===== src/rtl/ysyx_lsu_pkg.sv =====
// Shared types and constants for the load/store stage.
// Misalignment helper is used only when YSYX_LSU_MISALIGN_EN is defined.
package ysyx_lsu_pkg;

    typedef enum logic [1:0] {
        S_IDLE,
        S_REQ,
        S_WAIT,
        S_DONE
    } state_e;

    localparam logic [2:0] F3_LB  = 3'd0;
    localparam logic [2:0] F3_LH  = 3'd1;
    localparam logic [2:0] F3_LW  = 3'd2;
    localparam logic [2:0] F3_LBU = 3'd4;
    localparam logic [2:0] F3_LHU = 3'd5;
    localparam logic [2:0] F3_SB  = 3'd0;
    localparam logic [2:0] F3_SH  = 3'd1;
    localparam logic [2:0] F3_SW  = 3'd2;

    localparam logic [3:0] CAUSE_LOAD_MISALIGN  = 4'd4;
    localparam logic [3:0] CAUSE_LOAD_FAULT     = 4'd5;
    localparam logic [3:0] CAUSE_STORE_MISALIGN = 4'd6;
    localparam logic [3:0] CAUSE_STORE_FAULT    = 4'd7;

    typedef struct packed {
        logic [31:0] pc;
        logic [31:0] inst;
        logic [31:0] addr;
        logic [31:0] wdata;
        logic [2:0]  funct3;
        logic        we;
        logic        ebreak;
    } req_t;

    // Undefined funct3 encodings behave as word accesses.
    function automatic logic is_misaligned(input logic [2:0] f3, input logic we,
                                           input logic [1:0] off);
        logic mis;
        if (we) begin
            case (f3)
                F3_SB:   mis = 1'b0;
                F3_SH:   mis = off[0];
                default: mis = (off != 2'b00);
            endcase
        end else begin
            case (f3)
                F3_LB, F3_LBU: mis = 1'b0;
                F3_LH, F3_LHU: mis = off[0];
                default:       mis = (off != 2'b00);
            endcase
        end
        return mis;
    endfunction

endpackage


===== src/rtl/ysyx_lsu_if.sv =====
// Simple memory request/response bus between the LSU (master) and memory (slave).
// Request holds until mem_req_ready; one response per accepted request.
interface ysyx_lsu_if;
    logic        mem_req_valid;
    logic        mem_req_ready;
    logic        mem_we;
    logic [31:0] mem_addr;
    logic [31:0] mem_wdata;
    logic [3:0]  mem_wstrb;
    logic        mem_resp_valid;
    logic [31:0] mem_resp_data;
    logic        mem_resp_err;

    modport master (
        output mem_req_valid, mem_we, mem_addr, mem_wdata, mem_wstrb,
        input  mem_req_ready, mem_resp_valid, mem_resp_data, mem_resp_err
    );

    modport slave (
        input  mem_req_valid, mem_we, mem_addr, mem_wdata, mem_wstrb,
        output mem_req_ready, mem_resp_valid, mem_resp_data, mem_resp_err
    );
endinterface


===== src/rtl/ysyx_lsu_align.sv =====
// Store strobe/data lane placement and load lane extraction with extension.
// Purely combinational, zero latency, no flow control.
module ysyx_lsu_align
    import ysyx_lsu_pkg::*;
(
    input  logic [2:0]  funct3_i,
    input  logic        we_i,
    input  logic [1:0]  off_i,
    input  logic [31:0] wdata_i,
    input  logic [31:0] rdata_i,
    output logic [3:0]  wstrb_o,
    output logic [31:0] wdata_o,
    output logic [31:0] load_o
);

    logic [15:0] lane;

    always_comb begin
        wstrb_o = 4'b0000;
        wdata_o = wdata_i;
        load_o  = rdata_i;
        // Shifting in zeros means a halfword at offset 3 does not wrap.
        lane    = 16'(rdata_i >> {off_i, 3'b000});

        if (we_i) begin
            case (funct3_i)
                F3_SB: begin
                    wstrb_o = 4'b0001 << off_i;
                    wdata_o = {4{wdata_i[7:0]}};
                end
                F3_SH: begin
                    wstrb_o = 4'b0011 << off_i;
                    wdata_o = {2{wdata_i[15:0]}};
                end
                default: wstrb_o = 4'b1111;
            endcase
        end

        case (funct3_i)
            F3_LB:   load_o = {{24{lane[7]}}, lane[7:0]};
            F3_LH:   load_o = {{16{lane[15]}}, lane};
            F3_LBU:  load_o = {24'h0, lane[7:0]};
            F3_LHU:  load_o = {16'h0, lane};
            default: load_o = rdata_i;
        endcase
    end

endmodule


===== src/rtl/ysyx_lsu.sv =====
// Blocking single-entry load/store stage; optional misalignment trap via YSYX_LSU_MISALIGN_EN.
// Non-memory result 1 cycle after accept, memory >= 3; holds valid_o until next_ready.
module ysyx_lsu
    import ysyx_lsu_pkg::*;
#(
    parameter int XLEN = 32
) (
    input  logic            clk,
    input  logic            rst,
    input  logic [XLEN-1:0] pc,
    input  logic [XLEN-1:0] inst,
    input  logic [XLEN-1:0] addr,
    input  logic [XLEN-1:0] wdata,
    input  logic            ren,
    input  logic            wen,
    input  logic [2:0]      funct3,
    input  logic            ebreak,
    input  logic [XLEN-1:0] alu_res,
    input  logic            prev_valid,
    output logic            ready_o,
    output logic            valid_o,
    input  logic            next_ready,
    output logic [XLEN-1:0] pc_o,
    output logic [XLEN-1:0] inst_o,
    output logic [XLEN-1:0] rdata_o,
    output logic            ebreak_o,
    output logic            fault_o,
    output logic [3:0]      cause_o,
    ysyx_lsu_if.master      mem
);

    state_e      state_q, state_d;
    req_t        req_q, req_d;
    logic [31:0] rdata_q, rdata_d;
    logic        fault_q, fault_d;
    logic [3:0]  cause_q, cause_d;

    logic        misalign;
    logic [3:0]  al_wstrb;
    logic [31:0] al_wdata;
    logic [31:0] al_load;

`ifdef YSYX_LSU_MISALIGN_EN
    assign misalign = (ren | wen) & is_misaligned(funct3, wen, addr[1:0]);
`else
    assign misalign = 1'b0;
`endif

    ysyx_lsu_align u_align (
        .funct3_i (req_q.funct3),
        .we_i     (req_q.we),
        .off_i    (req_q.addr[1:0]),
        .wdata_i  (req_q.wdata),
        .rdata_i  (mem.mem_resp_data),
        .wstrb_o  (al_wstrb),
        .wdata_o  (al_wdata),
        .load_o   (al_load)
    );

    always_comb begin
        state_d = state_q;
        req_d   = req_q;
        rdata_d = rdata_q;
        fault_d = fault_q;
        cause_d = cause_q;

        case (state_q)
            S_IDLE: begin
                if (prev_valid) begin
                    req_d.pc     = pc;
                    req_d.inst   = inst;
                    req_d.addr   = addr;
                    req_d.wdata  = wdata;
                    req_d.funct3 = funct3;
                    req_d.we     = wen;
                    req_d.ebreak = ebreak;
                    rdata_d      = '0;
                    fault_d      = 1'b0;
                    cause_d      = '0;
                    if (misalign) begin
                        fault_d = 1'b1;
                        cause_d = wen ? CAUSE_STORE_MISALIGN : CAUSE_LOAD_MISALIGN;
                        state_d = S_DONE;
                    end else if (!(ren | wen)) begin
                        rdata_d = alu_res;
                        state_d = S_DONE;
                    end else begin
                        state_d = S_REQ;
                    end
                end
            end
            S_REQ: begin
                if (mem.mem_req_ready) state_d = S_WAIT;
            end
            S_WAIT: begin
                if (mem.mem_resp_valid) begin
                    state_d = S_DONE;
                    if (mem.mem_resp_err) begin
                        fault_d = 1'b1;
                        cause_d = req_q.we ? CAUSE_STORE_FAULT : CAUSE_LOAD_FAULT;
                        rdata_d = '0;
                    end else begin
                        rdata_d = req_q.we ? 32'h0 : al_load;
                    end
                end
            end
            S_DONE: begin
                if (next_ready) state_d = S_IDLE;
            end
            default: state_d = S_IDLE;
        endcase
    end

    always_ff @(posedge clk) begin
        if (rst) begin
            state_q <= S_IDLE;
            req_q   <= '0;
            rdata_q <= '0;
            fault_q <= 1'b0;
            cause_q <= '0;
        end else begin
            state_q <= state_d;
            req_q   <= req_d;
            rdata_q <= rdata_d;
            fault_q <= fault_d;
            cause_q <= cause_d;
        end
    end

    // Every output decodes flops only; no input reaches an output combinationally.
    assign ready_o           = (state_q == S_IDLE);
    assign valid_o           = (state_q == S_DONE);
    assign pc_o              = req_q.pc;
    assign inst_o            = req_q.inst;
    assign ebreak_o          = req_q.ebreak;
    assign rdata_o           = rdata_q;
    assign fault_o           = fault_q;
    assign cause_o           = cause_q;
    assign mem.mem_req_valid = (state_q == S_REQ);
    assign mem.mem_we        = req_q.we;
    assign mem.mem_addr      = {req_q.addr[31:2], 2'b00};
    assign mem.mem_wdata     = al_wdata;
    assign mem.mem_wstrb     = al_wstrb;

endmodule


===== src/flat_wrapper.sv =====
// flat-port wrapper written by rule: the top's interface ports become plain ports
module ysyx_lsu_flat import ysyx_lsu_pkg::*;
#(
    parameter int XLEN = 32
)
  (clk, rst, pc, inst, addr, wdata, ren, wen, funct3, ebreak, alu_res, prev_valid, ready_o, valid_o, next_ready, pc_o, inst_o, rdata_o, ebreak_o, fault_o, cause_o, mem_mem_req_valid, mem_mem_we, mem_mem_addr, mem_mem_wdata, mem_mem_wstrb, mem_mem_req_ready, mem_mem_resp_valid, mem_mem_resp_data, mem_mem_resp_err);
  ysyx_lsu_if mem_i ();
  input  logic clk;
  input  logic rst;
  input  logic [XLEN-1:0] pc;
  input  logic [XLEN-1:0] inst;
  input  logic [XLEN-1:0] addr;
  input  logic [XLEN-1:0] wdata;
  input  logic ren;
  input  logic wen;
  input  logic [2:0] funct3;
  input  logic ebreak;
  input  logic [XLEN-1:0] alu_res;
  input  logic prev_valid;
  output logic ready_o;
  output logic valid_o;
  input  logic next_ready;
  output logic [XLEN-1:0] pc_o;
  output logic [XLEN-1:0] inst_o;
  output logic [XLEN-1:0] rdata_o;
  output logic ebreak_o;
  output logic fault_o;
  output logic [3:0] cause_o;
  output wire logic [$bits(mem_i.mem_req_valid)-1:0] mem_mem_req_valid;
  output wire logic [$bits(mem_i.mem_we)-1:0] mem_mem_we;
  output wire logic [$bits(mem_i.mem_addr)-1:0] mem_mem_addr;
  output wire logic [$bits(mem_i.mem_wdata)-1:0] mem_mem_wdata;
  output wire logic [$bits(mem_i.mem_wstrb)-1:0] mem_mem_wstrb;
  input wire logic [$bits(mem_i.mem_req_ready)-1:0] mem_mem_req_ready;
  input wire logic [$bits(mem_i.mem_resp_valid)-1:0] mem_mem_resp_valid;
  input wire logic [$bits(mem_i.mem_resp_data)-1:0] mem_mem_resp_data;
  input wire logic [$bits(mem_i.mem_resp_err)-1:0] mem_mem_resp_err;
  assign mem_mem_req_valid = mem_i.mem_req_valid;
  assign mem_mem_we = mem_i.mem_we;
  assign mem_mem_addr = mem_i.mem_addr;
  assign mem_mem_wdata = mem_i.mem_wdata;
  assign mem_mem_wstrb = mem_i.mem_wstrb;
  assign mem_i.mem_req_ready = mem_mem_req_ready;
  assign mem_i.mem_resp_valid = mem_mem_resp_valid;
  assign mem_i.mem_resp_data = mem_mem_resp_data;
  assign mem_i.mem_resp_err = mem_mem_resp_err;
  ysyx_lsu #(.XLEN(XLEN)) u_core (.clk(clk), .rst(rst), .pc(pc), .inst(inst), .addr(addr), .wdata(wdata), .ren(ren), .wen(wen), .funct3(funct3), .ebreak(ebreak), .alu_res(alu_res), .prev_valid(prev_valid), .ready_o(ready_o), .valid_o(valid_o), .next_ready(next_ready), .pc_o(pc_o), .inst_o(inst_o), .rdata_o(rdata_o), .ebreak_o(ebreak_o), .fault_o(fault_o), .cause_o(cause_o), .mem(mem_i));
endmodule

===== config.mk =====
export PLATFORM = sky130hd
export DESIGN_NAME = ysyx_lsu_flat
export DESIGN_NICKNAME = d
export VERILOG_FILES = /design/src/rtl/ysyx_lsu_pkg.sv /design/src/rtl/ysyx_lsu_if.sv /design/src/rtl/ysyx_lsu_align.sv /design/src/rtl/ysyx_lsu.sv /design/src/flat_wrapper.sv
export SDC_FILE = /design/constraint.sdc
export NUM_CORES = 1
export LEC_CHECK = 0
export ABC_AREA = 0
export BUFFER_PORTS_ARGS = -buffer_cell sky130_fd_sc_hd__buf_2
export CORE_MARGIN = 8
export CORE_UTILIZATION = 35
export DETAILED_ROUTE_END_ITERATION = 6
export GPL_TIMING_DRIVEN = 0
export SYNTH_ARGS = -nofsm -noshare
export SYNTH_HDL_FRONTEND = slang
export SYNTH_SLANG_ARGS = --single-unit

===== constraint.sdc =====
create_clock -name clk -period 4.34 [get_ports clk]
set_clock_uncertainty 0.1 [all_clocks]
set_input_delay 0.217 -clock clk [delete_from_list [all_inputs] [get_ports clk]]
set_output_delay 0.217 -clock clk [all_outputs]
set_load 0.1 [all_outputs]

==> run_results.csv <==
group,metric,value,unit
clock_network,ctsHtreeMaxLevel,4,
sta,finalSetupViolations,0,
synth,synth.distinct_cells,48,
setup_path,r2r.worst_path.cells,8,
sta,drv_slew,0,
clock_network,post_cts_buffers,0,
floorplanning,start_util,0.353,
hold_path,whs_endpoint,"u_core.rdata_o[17]",
setup_path,worst_setup_path_end_kind,"primary output",
outcome,outcome,"finished clean",
placed_design,hpwl,25400,microns
pwr,p_leak,5.75,nW
synth,synthTopCellsByCount,"nand2_1 (276), dfxtp_1 (169), a21oi_1 (168), buf_4 (108), clkbuf_1 (63)",
sta,rsz0062_at_grt,"false",
sta,max_freq,0.328,GHz
placed_design,gp_congestion,0.896,
global_route,grt_max_degree,19,
placed_design,placement.io_buffers,374,
floorplanning,core-area,23200,sq um
synth,synth_flop_cell,"dfxtp_1",
floorplanning,fp-row-count,56,
clock_network,cts_root_buffer,"clkbuf_16",
setup_path,rr_startpoint,"u_core.state_q[0]",
clock_network,cts_tree,"done",
global_route,grt_usage,0.228,
clock_network,path_clk_slew,80,ps
synth,synth_edf_count,0,
setup_path,r2r-end,"u_core.req_q[37]",
clock_network,clockBufferDepth,2,
route,wl_per_cell,17.7,microns
global_route,grt_pass1_wl,51400,microns
route,drt-initial-drc-count,595,
route,drc,0,
hold_path,whs_path_depth,3,
synth,synth-seq-cells,169,
synth,avgSynthCellArea,7.99,sq um
setup_path,crit_type,"register to primary output",
clock_network,cts-buffers-inserted,17,
final_layout,fin_nets,1764,
sta,setup_slack,1290,ps
route,vias,9079,
sta,hold_viol,0,
synth,synth.top_cells.by_area,"dfxtp_1 (41%), nand2_1 (13%), a21oi_1 (10%)",
final_layout,area_growth,51.6,%
synth,ys_async_sr_fraction,0,
floorplanning,dieArea,28500,sq um
setup_path,r2r_slack,1590,ps
clock_network,clk_latency,420,ps
synth,netlist_area,8190,sq um
job,cap_violations,0,
placed_design,dpl_worst_slack,1530,ps
synth,synth_top_cell_by_area,"dfxtp_1",
setup_path,cp-start-kind,"register",
hold_path,min_from,"alu_res[17]",
setup_path,worstPathArrival,2730,ps
pwr,vdd_drop_max,364,uV
synth,yosysMostFrequentCell,"nand2_1",
floorplanning,fp.dieW,169,microns
sta,worst_pin_slew,735,ps
synth,yosys_warnings,0,
sta,relSlewSlack,0.510,
sta,fin_crit,3050,ps
setup_path,cp.required,4020,ps
floorplanning,die_h,169,microns
route,drtAntennaViolNets,0,
global_route,grt_pass1_vias,9346,
route,via_per_inst,4.81,
clock_network,cts_sinks,169,
route,drt_wl_total,33500,microns
clock_network,ctsResizeCount,0,
route,first_pass_iters,5,
floorplanning,ios,379,
setup_path,worst-path-max-fanout,10,
synth,yosys.area.top_type_share,0.413,
hold_path,min_path_type,"input port to register",
synth,ys_seq_area_frac,0.413,
pwr,powerDensity,713,nW/um^2
global_route,antenna_found_initial,2,
global_route,grt_overflow,0,
pwr,p_total,8.85,mW
sta,final.setup.tns,0,ps
final_layout,drive_above_1_share,0.357,
sta,post-route-period-util,0.702,
synth,synth_cells,1025,
sta,holdWs,26.3,ps
## worst max-delay path, cell delays in order (launching register included)
cell and delay [ps]:
dfxtp_1 520, inv_1 230, nor3_2 430, clkbuf_1 420
nor2_1 70, a21oi_1 160, buf_2 450
## cell usage in the layout, fill, tap and decap left out, types with 19 or more instances in the layout
cell and instances:
a21oi_1 168, buf_2 384, buf_4 108, clkbuf_1 63, dfxtp_1 169, dlygate4sd3_1 135, mux2i_1 19, nand2_1 276
nor2_1 33
## how the worst max path moves through the flow
stage	end	startpoint	slack, ps
floorplan	mem_mem_wdata[29]	u_core.mem.mem_we	500
global placement	u_core.req_q[37]	u_core.state_q[0]	1590
detailed placement	u_core.req_q[37]	u_core.state_q[0]	1530
CTS	mem_mem_wdata[30]	u_core.mem.mem_we	1250
global route	mem_mem_wdata[30]	u_core.mem.mem_we	1100
finish	mem_mem_wdata[29]	u_core.mem.mem_we	1290
## per-layer routing
metal  vias to the layer above  wire length, microns  track usage  share of wire
met2                       376                 16500        0.397           0.49
li1                       4443                     -            -              -
met1                      4212                 13000        0.252           0.39
met4                         0                   767       0.0745          0.023
met5                         -                     0            0              0
met3                        48                  3120       0.0848          0.093
## registers in the layout, summed over array words and instances, names as in the netlist
name / cells
u_core.req_q: 37
u_core.ebreak_o: 1
u_core.state_q: 2
u_core.rdata_o: 32
u_core.mem.mem_addr: 30
u_core.inst_o: 32
u_core.cause_o: 2
u_core.mem.mem_we: 1
u_core.pc_o: 32
## layout make-up
cell class              count  area (sq um)
fillers                  2236         10800
multi-input cells         666          3670
flip-flops and latches    169          3380
repair buffers            509          3220
plain buffers             187          1130
clock buffers              18           439
well taps                 319           399
clock inverters            14           154
inverters                   5          18.8
diodes                      2          5.00
## report_power, final
part	switching [mW]	internal, mW	total [mW]
clock network	0.739	0.786	1.53
logic	4.08	1.15	5.22
registers	0.202	1.90	2.10
total	5.02	3.83	8.85
## logic make-up (layout without fill, tap and decap cells)
family,Yosys count,count (layout),share of synthesized area
compound gates,282,282,0.224
other cells,1,5,0.000458
flops,169,169,0.413
fa+ha+maj,4,4,0.00611
buf+inv,192,733,0.140
simple gates,341,341,0.170
mux,36,36,0.0466
## timing repair
action	4_1_cts	5_1_grt
hold buffers	135	0
hold endpoints to repair	135	0
setup endpoints to repair	0	0
## per-stage QoR
stage	cell area [sq um]	instances	util
after detailed placement	10500	1720	0.451
after global placement	10500	1720	0.451
after CTS	12400	1887	0.535
final	12400	1889	0.535
after global routing	12400	1888	0.535
after floorplan	8200	1027	-
Note: power is estimated with default switching activity, not from simulation.
